--- config.mk ---
export PLATFORM = sky130hd
export DESIGN_NAME = hazard_ctrl
export DESIGN_NICKNAME = d
export VERILOG_FILES = /design/src/rtl/hazard_ctrl.sv
export SDC_FILE = /design/constraint.sdc
export NUM_CORES = 1
export LEC_CHECK = 0
export ABC_AREA = 1
export CELL_PAD_IN_SITES_DETAIL_PLACEMENT = 1
export CELL_PAD_IN_SITES_GLOBAL_PLACEMENT = 1
export CORE_AREA = 10 10 77 144
export CTS_BUF_LIST = sky130_fd_sc_hd__clkbuf_4
export CTS_CLUSTER_SIZE = 30
export DETAILED_ROUTE_END_ITERATION = 10
export DIE_AREA = 0 0 87 154
export PLACE_DENSITY_LB_ADDON = 0.05
export REMOVE_ABC_BUFFERS = 1
export SLEW_MARGIN = 40
export SYNTH_ARGS = -nofsm -noshare
export SYNTH_HDL_FRONTEND = slang
export SYNTH_SLANG_ARGS = --single-unit
--- constraint.sdc ---
create_clock -name clock -period 1.71 [get_ports clock]
set_input_delay 0.2565 -clock clock [delete_from_list [all_inputs] [get_ports clock]]
set_output_delay 0.2565 -clock clock [all_outputs]
set_load 0.005 [all_outputs]
--- src/rtl/hazard_ctrl.sv ---
// Hazard and sequencing controller for the IF/ID/RR/EX/MEM/WB pipeline:
// forwarding selects, load-use stalls, redirect flushes, memory-wait freezes.
module hazard_ctrl #(
  parameter int REG_W       = 3,
  parameter int LDSTALL_CYC = 1,
  parameter int FLUSH_CYC   = 1,
  parameter int CNT_W       = 16
) (
  input  logic             clock,
  input  logic             reset,
  input  logic             rr_valid,
  input  logic [REG_W-1:0] rr_src_a,
  input  logic [REG_W-1:0] rr_src_b,
  input  logic             rr_use_a,
  input  logic             rr_use_b,
  input  logic             ex_valid,
  input  logic             ex_wr,
  input  logic             ex_load,
  input  logic [REG_W-1:0] ex_dest,
  input  logic             mem_valid,
  input  logic             mem_wr,
  input  logic [REG_W-1:0] mem_dest,
  input  logic             wb_valid,
  input  logic             wb_wr,
  input  logic [REG_W-1:0] wb_dest,
  input  logic             ex_redirect,
  input  logic             mem_busy,
  output logic             stall_front,
  output logic             bubble_rr_ex,
  output logic             flush_front,
  output logic             freeze_all,
  output logic [1:0]       fwd_a_sel,
  output logic [1:0]       fwd_b_sel,
  output logic [CNT_W-1:0] stall_cnt,
  output logic [CNT_W-1:0] flush_cnt
);

  typedef enum logic [1:0] {RUN, LDSTALL, FLUSH, FREEZE} state_t;

  localparam logic [2:0] SLOAD = 3'(LDSTALL_CYC - 1);
  localparam logic [2:0] FLOAD = 3'(FLUSH_CYC - 1);

  state_t     state, state_nxt, ret, ret_nxt, eff;
  logic [2:0] scnt, scnt_nxt, fcnt, fcnt_nxt;
  logic       redir_pend, redir_pend_nxt;
  logic       hazard, redir, flush_evt;

  function automatic logic [1:0] fwd_sel(
    input logic             use_op,
    input logic [REG_W-1:0] src,
    input logic             exv, input logic exw, input logic exl,
    input logic [REG_W-1:0] exd,
    input logic             mv, input logic mw, input logic [REG_W-1:0] md,
    input logic             wv, input logic ww, input logic [REG_W-1:0] wd
  );
    logic [1:0] sel;
    sel = 2'd0;
    if (use_op) begin
      if (exv && exw && !exl && src == exd)  sel = 2'd1;
      else if (mv && mw && src == md)        sel = 2'd2;
      else if (wv && ww && src == wd)        sel = 2'd3;
    end
    return sel;
  endfunction

  assign hazard = rr_valid && ex_valid && ex_wr && ex_load &&
                  ((rr_use_a && rr_src_a == ex_dest) || (rr_use_b && rr_src_b == ex_dest));

  always_comb begin
    state_nxt      = state;
    ret_nxt        = ret;
    scnt_nxt       = scnt;
    fcnt_nxt       = fcnt;
    redir_pend_nxt = redir_pend;
    stall_front    = 1'b0;
    bubble_rr_ex   = 1'b0;
    flush_front    = 1'b0;
    freeze_all     = 1'b0;
    flush_evt      = 1'b0;
    eff            = state;
    redir          = ex_redirect;
    // Leaving a freeze behaves as the interrupted state, with any held redirect
    if (state == FREEZE) begin
      eff   = ret;
      redir = ex_redirect | redir_pend;
    end
    if (!reset) begin
      state_nxt = RUN;
    end else if (mem_busy) begin
      freeze_all = 1'b1;
      state_nxt  = FREEZE;
      if (state != FREEZE) ret_nxt = state;
      if (ex_redirect) redir_pend_nxt = 1'b1;
    end else if (redir) begin
      flush_front    = 1'b1;
      flush_evt      = 1'b1;
      redir_pend_nxt = 1'b0;
      scnt_nxt       = 3'd0;
      if (FLUSH_CYC > 1) begin
        state_nxt = FLUSH;
        fcnt_nxt  = FLOAD;
      end else begin
        state_nxt = RUN;
      end
    end else begin
      case (eff)
        LDSTALL: begin
          stall_front  = 1'b1;
          bubble_rr_ex = 1'b1;
          scnt_nxt     = scnt - 3'd1;
          state_nxt    = (scnt == 3'd1) ? RUN : LDSTALL;
        end
        FLUSH: begin
          flush_front = 1'b1;
          fcnt_nxt    = fcnt - 3'd1;
          state_nxt   = (fcnt == 3'd1) ? RUN : FLUSH;
        end
        default: begin
          state_nxt = RUN;
          if (hazard) begin
            stall_front  = 1'b1;
            bubble_rr_ex = 1'b1;
            if (LDSTALL_CYC > 1) begin
              state_nxt = LDSTALL;
              scnt_nxt  = SLOAD;
            end
          end
        end
      endcase
    end
  end

  always_comb begin
    fwd_a_sel = 2'd0;
    fwd_b_sel = 2'd0;
    if (reset && !freeze_all) begin
      fwd_a_sel = fwd_sel(rr_use_a, rr_src_a, ex_valid, ex_wr, ex_load, ex_dest,
                          mem_valid, mem_wr, mem_dest, wb_valid, wb_wr, wb_dest);
      fwd_b_sel = fwd_sel(rr_use_b, rr_src_b, ex_valid, ex_wr, ex_load, ex_dest,
                          mem_valid, mem_wr, mem_dest, wb_valid, wb_wr, wb_dest);
    end
  end

  always_ff @(posedge clock) begin
    if (!reset) begin
      state      <= RUN;
      ret        <= RUN;
      scnt       <= 3'd0;
      fcnt       <= 3'd0;
      redir_pend <= 1'b0;
      stall_cnt  <= '0;
      flush_cnt  <= '0;
    end else begin
      state      <= state_nxt;
      ret        <= ret_nxt;
      scnt       <= scnt_nxt;
      fcnt       <= fcnt_nxt;
      redir_pend <= redir_pend_nxt;
      if ((stall_front || freeze_all) && stall_cnt != '1) stall_cnt <= stall_cnt + CNT_W'(1);
      if (flush_evt && flush_cnt != '1) flush_cnt <= flush_cnt + CNT_W'(1);
    end
  end

endmodule
==> results of run 1 <==
==> critical path, delay by kind of cell, from the launching register on <==
kind / cells / cell delay [ns]
compound gates: 2 / 0.25
flops: 1 / 0.34
buf+inv: 3 / 0.30
simple gates: 2 / 0.15
fa+ha+maj: 1 / 0.22
==> metal layers <==
layer,vias to the layer above,track usage
met5,-,0
met4,0,0.0683
li1,1601,-
met2,68,0.315
met1,1566,0.136
met3,20,0.0323
==> layout make-up <==
| type | instances | area (um^2) | share of cell area |
|---|---|---|---|
| multi-input cells | 297 | 1930 | 0.432 |
| flip-flops and latches | 43 | 877 | 0.196 |
| repair buffers | 145 | 1260 | 0.282 |
| inverters | 57 | 216 | 0.0485 |
| clock inverters | 2 | 12.5 | 0.00280 |
| diodes | 1 | 2.50 | 0.000560 |
| well taps | 100 | 125 | 0.0280 |
| clock buffers | 6 | 45.0 | 0.0101 |
==> cells by family after synthesis <==
| logic type | after synthesis | share of synthesized area |
|---|---|---|
| and+or+nand+nor | 200 | 0.336 |
| buffers and inverters | 66 | 0.0962 |
| AOI/OAI and AO/OA | 64 | 0.137 |
| DFF | 43 | 0.317 |
| xor gates and xnor gates | 24 | 0.0774 |
| adders and majority gates | 8 | 0.0368 |
==> where the power goes <==
group / internal [mW] / total, mW / switching [mW]
logic: 0.225 / 0.461 / 0.236
registers: 1.02 / 1.03 / 0.0116
clock network: 0.175 / 0.529 / 0.354
total: 1.42 / 2.02 / 0.602
==> per-stage QoR <==
stage	cells	hold WS (ns)	total power, mW	util	instance area [um^2]
detailed placement	622	0.456	1.44	0.452	3940
global placement	622	0.450	1.44	0.452	3940
global route	651	0.441	2.15	0.513	4470
finish	651	0.413	2.02	0.513	4470
CTS	645	0.398	2.04	0.499	4340
floorplan	396	0.372	1.20	-	2670
==> state kept, by name, summed over array words and instances, names as in the netlist <==
register	count
flush_cnt	16
stall_cnt	16
fcnt	3
scnt	3
ret	2
state	2
redir_pend	1
==> worst paths after layout <==
check / from / end
max: state[1]$_SDFF_PN0_ / stall_front
min: mem_busy / ret[0]$_SDFFE_PN0P_
max reg2reg: state[1]$_SDFF_PN0_ / stall_cnt[3]$_SDFFE_PN0P_
min reg2reg: ret[0]$_SDFFE_PN0P_ / ret[0]$_SDFFE_PN0P_
==> what timing repair did <==
item	in CTS	in global routing
pin swaps	28	25
resized for setup	123	52
cloned	2	0
endpoints found under the setup margin	34	44
setup buffers	13	7
==> layout by cell type, fill, tap and decap left out, types with 3 or more instances in the layout <==
cell	count
sky130_fd_sc_hd__ha_4	3
sky130_fd_sc_hd__xor2_1	15
sky130_fd_sc_hd__ha_1	5
sky130_fd_sc_hd__nor2_2	3
sky130_fd_sc_hd__nand3_2	9
sky130_fd_sc_hd__nand4_1	5
sky130_fd_sc_hd__xnor2_1	8
sky130_fd_sc_hd__inv_1	41
sky130_fd_sc_hd__clkdlybuf4s50_1	37
sky130_fd_sc_hd__o21ai_1	13
sky130_fd_sc_hd__dfxtp_1	30
sky130_fd_sc_hd__nand2_1	82
sky130_fd_sc_hd__nor3_1	7
sky130_fd_sc_hd__buf_12	5
sky130_fd_sc_hd__clkbuf_4	6
sky130_fd_sc_hd__dfxtp_2	13
sky130_fd_sc_hd__buf_4	69
sky130_fd_sc_hd__a21oi_2	17
sky130_fd_sc_hd__nor2_1	29
sky130_fd_sc_hd__a21oi_1	20
sky130_fd_sc_hd__nor4_4	3
sky130_fd_sc_hd__nand2_2	16
sky130_fd_sc_hd__dlygate4sd2_1	17
sky130_fd_sc_hd__nand2_8	3
sky130_fd_sc_hd__clkbuf_2	6
sky130_fd_sc_hd__nand3_1	25
sky130_fd_sc_hd__buf_2	8
sky130_fd_sc_hd__nor2_4	3
sky130_fd_sc_hd__inv_2	15
sky130_fd_sc_hd__nor4_1	3
sky130_fd_sc_hd__o21ai_0	6
==> impl_metrics.yaml, run 1 <==
synth:
  netlist.top_cell.by_area: "sky130_fd_sc_hd__dfxtp_1"
  async_reset_ff_frac: 0
  yosysTopAreaCellShare: 0.317
  syn-cell-area_um2: 2720
  yosys_register_bits: 43
  post-synth-top-count-cell: "sky130_fd_sc_hd__nand2_1"
  ys_warn_count: 0
  yosysUniqueCellTypes: 33
  syn-mean-instance-area_um2: 6.71
  synth_area_leaders: "sky130_fd_sc_hd__dfxtp_1 32%, sky130_fd_sc_hd__nand2_1 13%, sky130_fd_sc_hd__inv_1 6.9%, sky130_fd_sc_hd__nand3_1 6.4%, sky130_fd_sc_hd__a21oi_1 5.2%"
  synth-main-ff-cell: "sky130_fd_sc_hd__dfxtp_1"
  cells_after_synthesis: 405
  synth_sequential_area_ratio: 0.317
  synth_edf_count: 0
  synth.cells.most_frequent: "97 x sky130_fd_sc_hd__nand2_1, 50 x sky130_fd_sc_hd__inv_1, 43 x sky130_fd_sc_hd__dfxtp_1"
timing:
  final-max-slew-violation-count: 0
  summed_negative_setup_slack_over_all_endpoints_ns: -1.42
  period_share: 1.10
  period_minus_slack_ns: 1.88
  grt_setup_unrepaired: "true"
  postLayoutSetupSlackWorst_ns: -0.174
  finClkSkew_ns: 0.0153
  finalSetupViolations: 19
  timing.slew.headroom: 0.781
  hold_viol: 0
  max_slew.worst_pin.slew_ns: 0.328
  clock.fmax_mhz: 531
global_routing:
  grt_antenna_before_repair: 1
  grt_first_pass_wirelength_mm: 16.9
  first_global_vias: 3452
  track_usage: 0.157
  grt_start_max_net_pins: 24
  global_route.overflow_total: 0
setup_path:
  timing.critical_path.cells: "buf_4 > a21oi_4 > ha_4 > o21ai_1 > nor2_1 > nand2_1 > inv_2 > buf_2"
  crit_path_max_incr_delay_ns: 0.34
  cp_slowest_cell: "sky130_fd_sc_hd__dfxtp_2"
  worst-setup-path-type: "reg2out"
  worstPathArrival_ns: 1.63
  ff2ff_setup_slack_ns: -0.09
  timing.reg2reg.worst_path_depth: 12
  critical_path.max_fanout: 3
  crit_path_start_kind: "flip-flop"
  crit_path_end_kind: "output pin"
  crit_required_ns: 1.45
routing:
  wl_met3_um: 463
  detail_route.wirelength_mm: 10.6
  dr.first_iter.drc_count: 93
  detail_route.wl_per_cell_um: 16.3
  routed.top_layer: "met4"
  vias_per_cell: 5.00
  wirelength_met1_mm: 3.53
  dr_wl_met2_mm: 6.18
  final_antenna_net_count: 0
  post-route-drc-count: 0
  detail_route.first_pass.iterations: 4
  dr_total_vias: 3255
final_layout:
  layout.filler_cells: 1109
  fin_nets: 586
  flow.area_growth_from_synthesis_pct: 64.4
  post_route_cells_drive_above_1_share: 0.365
outcome:
  violations: "negative setup slack"
  outcome: "complete, but fails checks"
power:
  irDropWorstVdd_mv: 0.353
  p_leak_nw: 1.85
  power_density_nw_per_um2: 453
clock_tree:
  path_clk_slew_ns: 0.13
  clk_path_buf_depth: 2
  ctsHoldBuffers: 0
  tritoncts: "yes"
  htreeDepth: 2
  clock_latency_reported_for_the_late_side_of_the_worst_skew_pair_ns: 0.36
  cts_root_buf: "sky130_fd_sc_hd__clkbuf_4"
  tritoncts.num_buffers: 5
  clock_sinks: 43
floorplan:
  dieWidth_um: 87
  core.rowCount: 48
  io-pin-count: 69
  core_area_um2: 8710
  initial_util: 0.312
  dieArea_um2: 13400
  die-height_um: 154
place:
  port_buffers: 68
  hpwlAfterDp_mm: 8.19
  place_ws_ns: -0.664
  place.gp.congestion: 0.866
hold_path:
  min_delay_path_depth: 4
  min_path_type: "in2reg"
run:
  maxCapViolations: 0
No activity file was read; power rests on OpenSTA's default activity.
==> run 2, diff against run 1 <==
--- a/config.mk
+++ b/config.mk
@@ -8,11 +8,11 @@
 export ABC_AREA = 1
 export CELL_PAD_IN_SITES_DETAIL_PLACEMENT = 1
 export CELL_PAD_IN_SITES_GLOBAL_PLACEMENT = 1
-export CORE_AREA = 10 10 77 144
+export CORE_AREA = 2 2 69 136
 export CTS_BUF_LIST = sky130_fd_sc_hd__clkbuf_4
 export CTS_CLUSTER_SIZE = 30
 export DETAILED_ROUTE_END_ITERATION = 10
-export DIE_AREA = 0 0 87 154
+export DIE_AREA = 0 0 71 138
 export PLACE_DENSITY_LB_ADDON = 0.05
 export REMOVE_ABC_BUFFERS = 1
 export SLEW_MARGIN = 40
==> constraint.sdc (replaced) <==
create_clock -name clock -period 1.71 [get_ports clock]
set_input_delay 0.342 -clock clock [delete_from_list [all_inputs] [get_ports clock]]
set_output_delay 0.342 -clock clock [all_outputs]
set_load 0.005 [all_outputs]
==> impl_metrics.yaml, run 2 (synthesis gave the netlist of run 1 again) <==
power:
  power.switching_mw: 0.642
  switching_share: 0.287
  clock_power_share: 0.298
  irDropWorstVdd_mv: 0.361
  p_leak_nw: 2.10
  intPower_mw: 1.60
  post-layout-total-power_mw: 2.24
  combinationalPowerShare: 0.240
  power_frac_seq: 0.461
  power_density_nw_per_um2: 463
clock_tree:
  cts_root_buf: "sky130_fd_sc_hd__clkbuf_4"
  clk_path_buf_depth: 2
  clock_sinks: 43
  ctsHoldBuffers: 0
  clock_latency_reported_for_the_late_side_of_the_worst_skew_pair_ns: 0.37
  tritoncts: "yes"
  tritoncts.num_buffers: 5
  htreeDepth: 2
  path_clk_slew_ns: 0.13
routing:
  post-route-drc-count: 0
  vias_per_cell: 4.97
  detail_route.first_pass.iterations: 4
  detail_route.wirelength_mm: 10.6
  dr_total_vias: 3280
  final_antenna_net_count: 0
  dr.first_iter.drc_count: 62
  detail_route.wl_per_cell_um: 16.0
final_layout:
  largest_registers_ranked_by_flip_flop_count: "flush_cnt (16), stall_cnt (16)"
  non_filler_cell_area_final_um2: 4840
  post_route_cells_drive_above_1_share: 0.463
  layoutNonFillerInstCount: 660
  fin_nets: 594
  layout.cells.most_common: "sky130_fd_sc_hd__nand2_1"
  layout_common_cells: "74 x sky130_fd_sc_hd__nand2_1, 70 x sky130_fd_sc_hd__buf_4, 38 x sky130_fd_sc_hd__inv_1, 30 x sky130_fd_sc_hd__nor2_1, 27 x sky130_fd_sc_hd__clkdlybuf4s50_1"
  flow.area_growth_from_synthesis_pct: 78.0
floorplan:
  core_area_um2: 8890
  initial_util: 0.306
  dieArea_um2: 9800
  io-pin-count: 69
  core.rowCount: 49
  die-height_um: 138
  dieWidth_um: 71
outcome:
  outcome: "complete, but fails checks"
  violations: "negative setup slack"
timing:
  finClkSkew_ns: 0.0187
  finalSetupViolations: 22
  final-max-slew-violation-count: 0
  postLayoutSetupSlackWorst_ns: -0.325
  period_share: 1.19
  timing.slew.headroom: 0.732
  summed_negative_setup_slack_over_all_endpoints_ns: -4.70
  max_slew.worst_pin.slew_ns: 0.399
  grt_setup_unrepaired: "true"
  fin_worst_hold_slack_ns: 0.450
  clock.fmax_mhz: 491
  hold_viol: 0
  period_minus_slack_ns: 2.04
hold_path:
  timing.hold.worst.start: "reset"
  min_path_type: "in2reg"
  min_delay_worst_endpoint: "ret[0]$_SDFFE_PN0P_"
  min_delay_path_depth: 4
place:
  hpwlAfterDp_mm: 7.39
  place.detailed.instances: 624
  placed_cell_area_um2: 3940
  port_buffers: 68
  place.gp.congestion: 0.854
setup_path:
  timing.critical_path.max_delay_family: "buffers and inverters"
  timing.reg2reg.worst_path_depth: 14
  crit_required_ns: 1.37
  ff2ff_setup_slack_ns: -0.29
  cp_slowest_cell: "sky130_fd_sc_hd__dfxtp_2"
  timing.critical_path.cells: "buf_6 > a21oi_4 > buf_6 > ha_4 > o21ai_2 > nor2_1 > nand2_1 > inv_1 > buf_2"
  worstPathArrival_ns: 1.69
  reg2reg_from: "state[1]$_SDFF_PN0_"
  setup.worst_path.start: "state[1]$_SDFF_PN0_"
  worstReg2RegEnd: "stall_cnt[2]$_SDFFE_PN0P_"
  crit_path_end_kind: "output pin"
  worst-setup-path-type: "reg2out"
  worst_path_most_repeated_cell: "sky130_fd_sc_hd__buf_6"
  crit_path_start_kind: "flip-flop"
  critical_path.max_fanout: 3
  worst-path-buf-inv: 4
  crit_path_max_incr_delay_ns: 0.36
global_routing:
  grt_first_pass_wirelength_mm: 16.5
  first_global_vias: 3504
  grt_start_max_net_pins: 20
  grt_antenna_before_repair: 1
  global_route.overflow_total: 0
  track_usage: 0.212
run:
  maxCapViolations: 0
run 2: cell types whose count changed in the layout (fill, tap and decap cells not counted), sizes merged:
cell	change
buf	+15
bufinv	+1
clkdlybuf4s15	+5
clkdlybuf4s50	-10
clkinv	-1
clkinvlp	-1
dlygate4sd2	-8
dlymetal6s2s	+6
run 2: metal layers:
layer,GRT usage,vias up,share of wire
met5,0,-,0
met4,0.107,0,0.035
met2,0.433,61,0.61
met3,0.0241,20,0.021
met1,0.191,1582,0.33
li1,-,1617,-
run 2: worst max-delay path by stage:
stage,endpoint,cells past startpoint
6_report,stall_front,9
3_5_place_dp,fwd_a_sel[1],6
2_1_floorplan,stall_cnt[5]$_SDFFE_PN0P_,9
5_1_grt,stall_front,9
3_3_place_gp,fwd_b_sel[1],8
4_1_cts,stall_front,9
run 2: area by class of cell:
type / count / area (um^2)
repair buffers: 153 / 1380
inverters: 57 / 229
multi-input cells: 297 / 2120
well taps: 102 / 128
diodes: 1 / 2.50
clock buffers: 6 / 45.0
clock inverters: 1 / 30.0
flip-flops and latches: 43 / 905
fillers: 1092 / 4050
run 2: power by group through the flow:
| stage | registers [mW] | clock network [mW] | logic [mW] |
|---|---|---|---|
| global placement | 1.05 | 0 | 0.375 |
| global route | 1.04 | 0.732 | 0.582 |
| floorplan | 1.06 | 0 | 0.142 |
| detailed placement | 1.05 | 0 | 0.382 |
| finish | 1.03 | 0.668 | 0.538 |
| CTS | 1.04 | 0.707 | 0.489 |
run 2: timing repair:
item / in CTS / in global routing
buffers inserted: 20 / 8
setup endpoints to repair: 47 / 58
resized for setup: 201 / 96
pin swaps: 33 / 41
cloned: 3 / 0
run 2: tightest hold or removal path, cell delays in order:
cell and delay (ns):
sky130_fd_sc_hd__clkdlybuf4s15_2 0.21, sky130_fd_sc_hd__buf_6 0.14, sky130_fd_sc_hd__nand2_1 0.06, sky130_fd_sc_hd__nor2_1 0.04
run 2: per-stage QoR:
stage	setup WS, ns	utilization
finish	-0.325	0.544
global route	-0.408	0.544
CTS	-0.302	0.514
detailed placement	-0.766	0.443
global placement	-0.742	0.443
floorplan	-0.0278	-
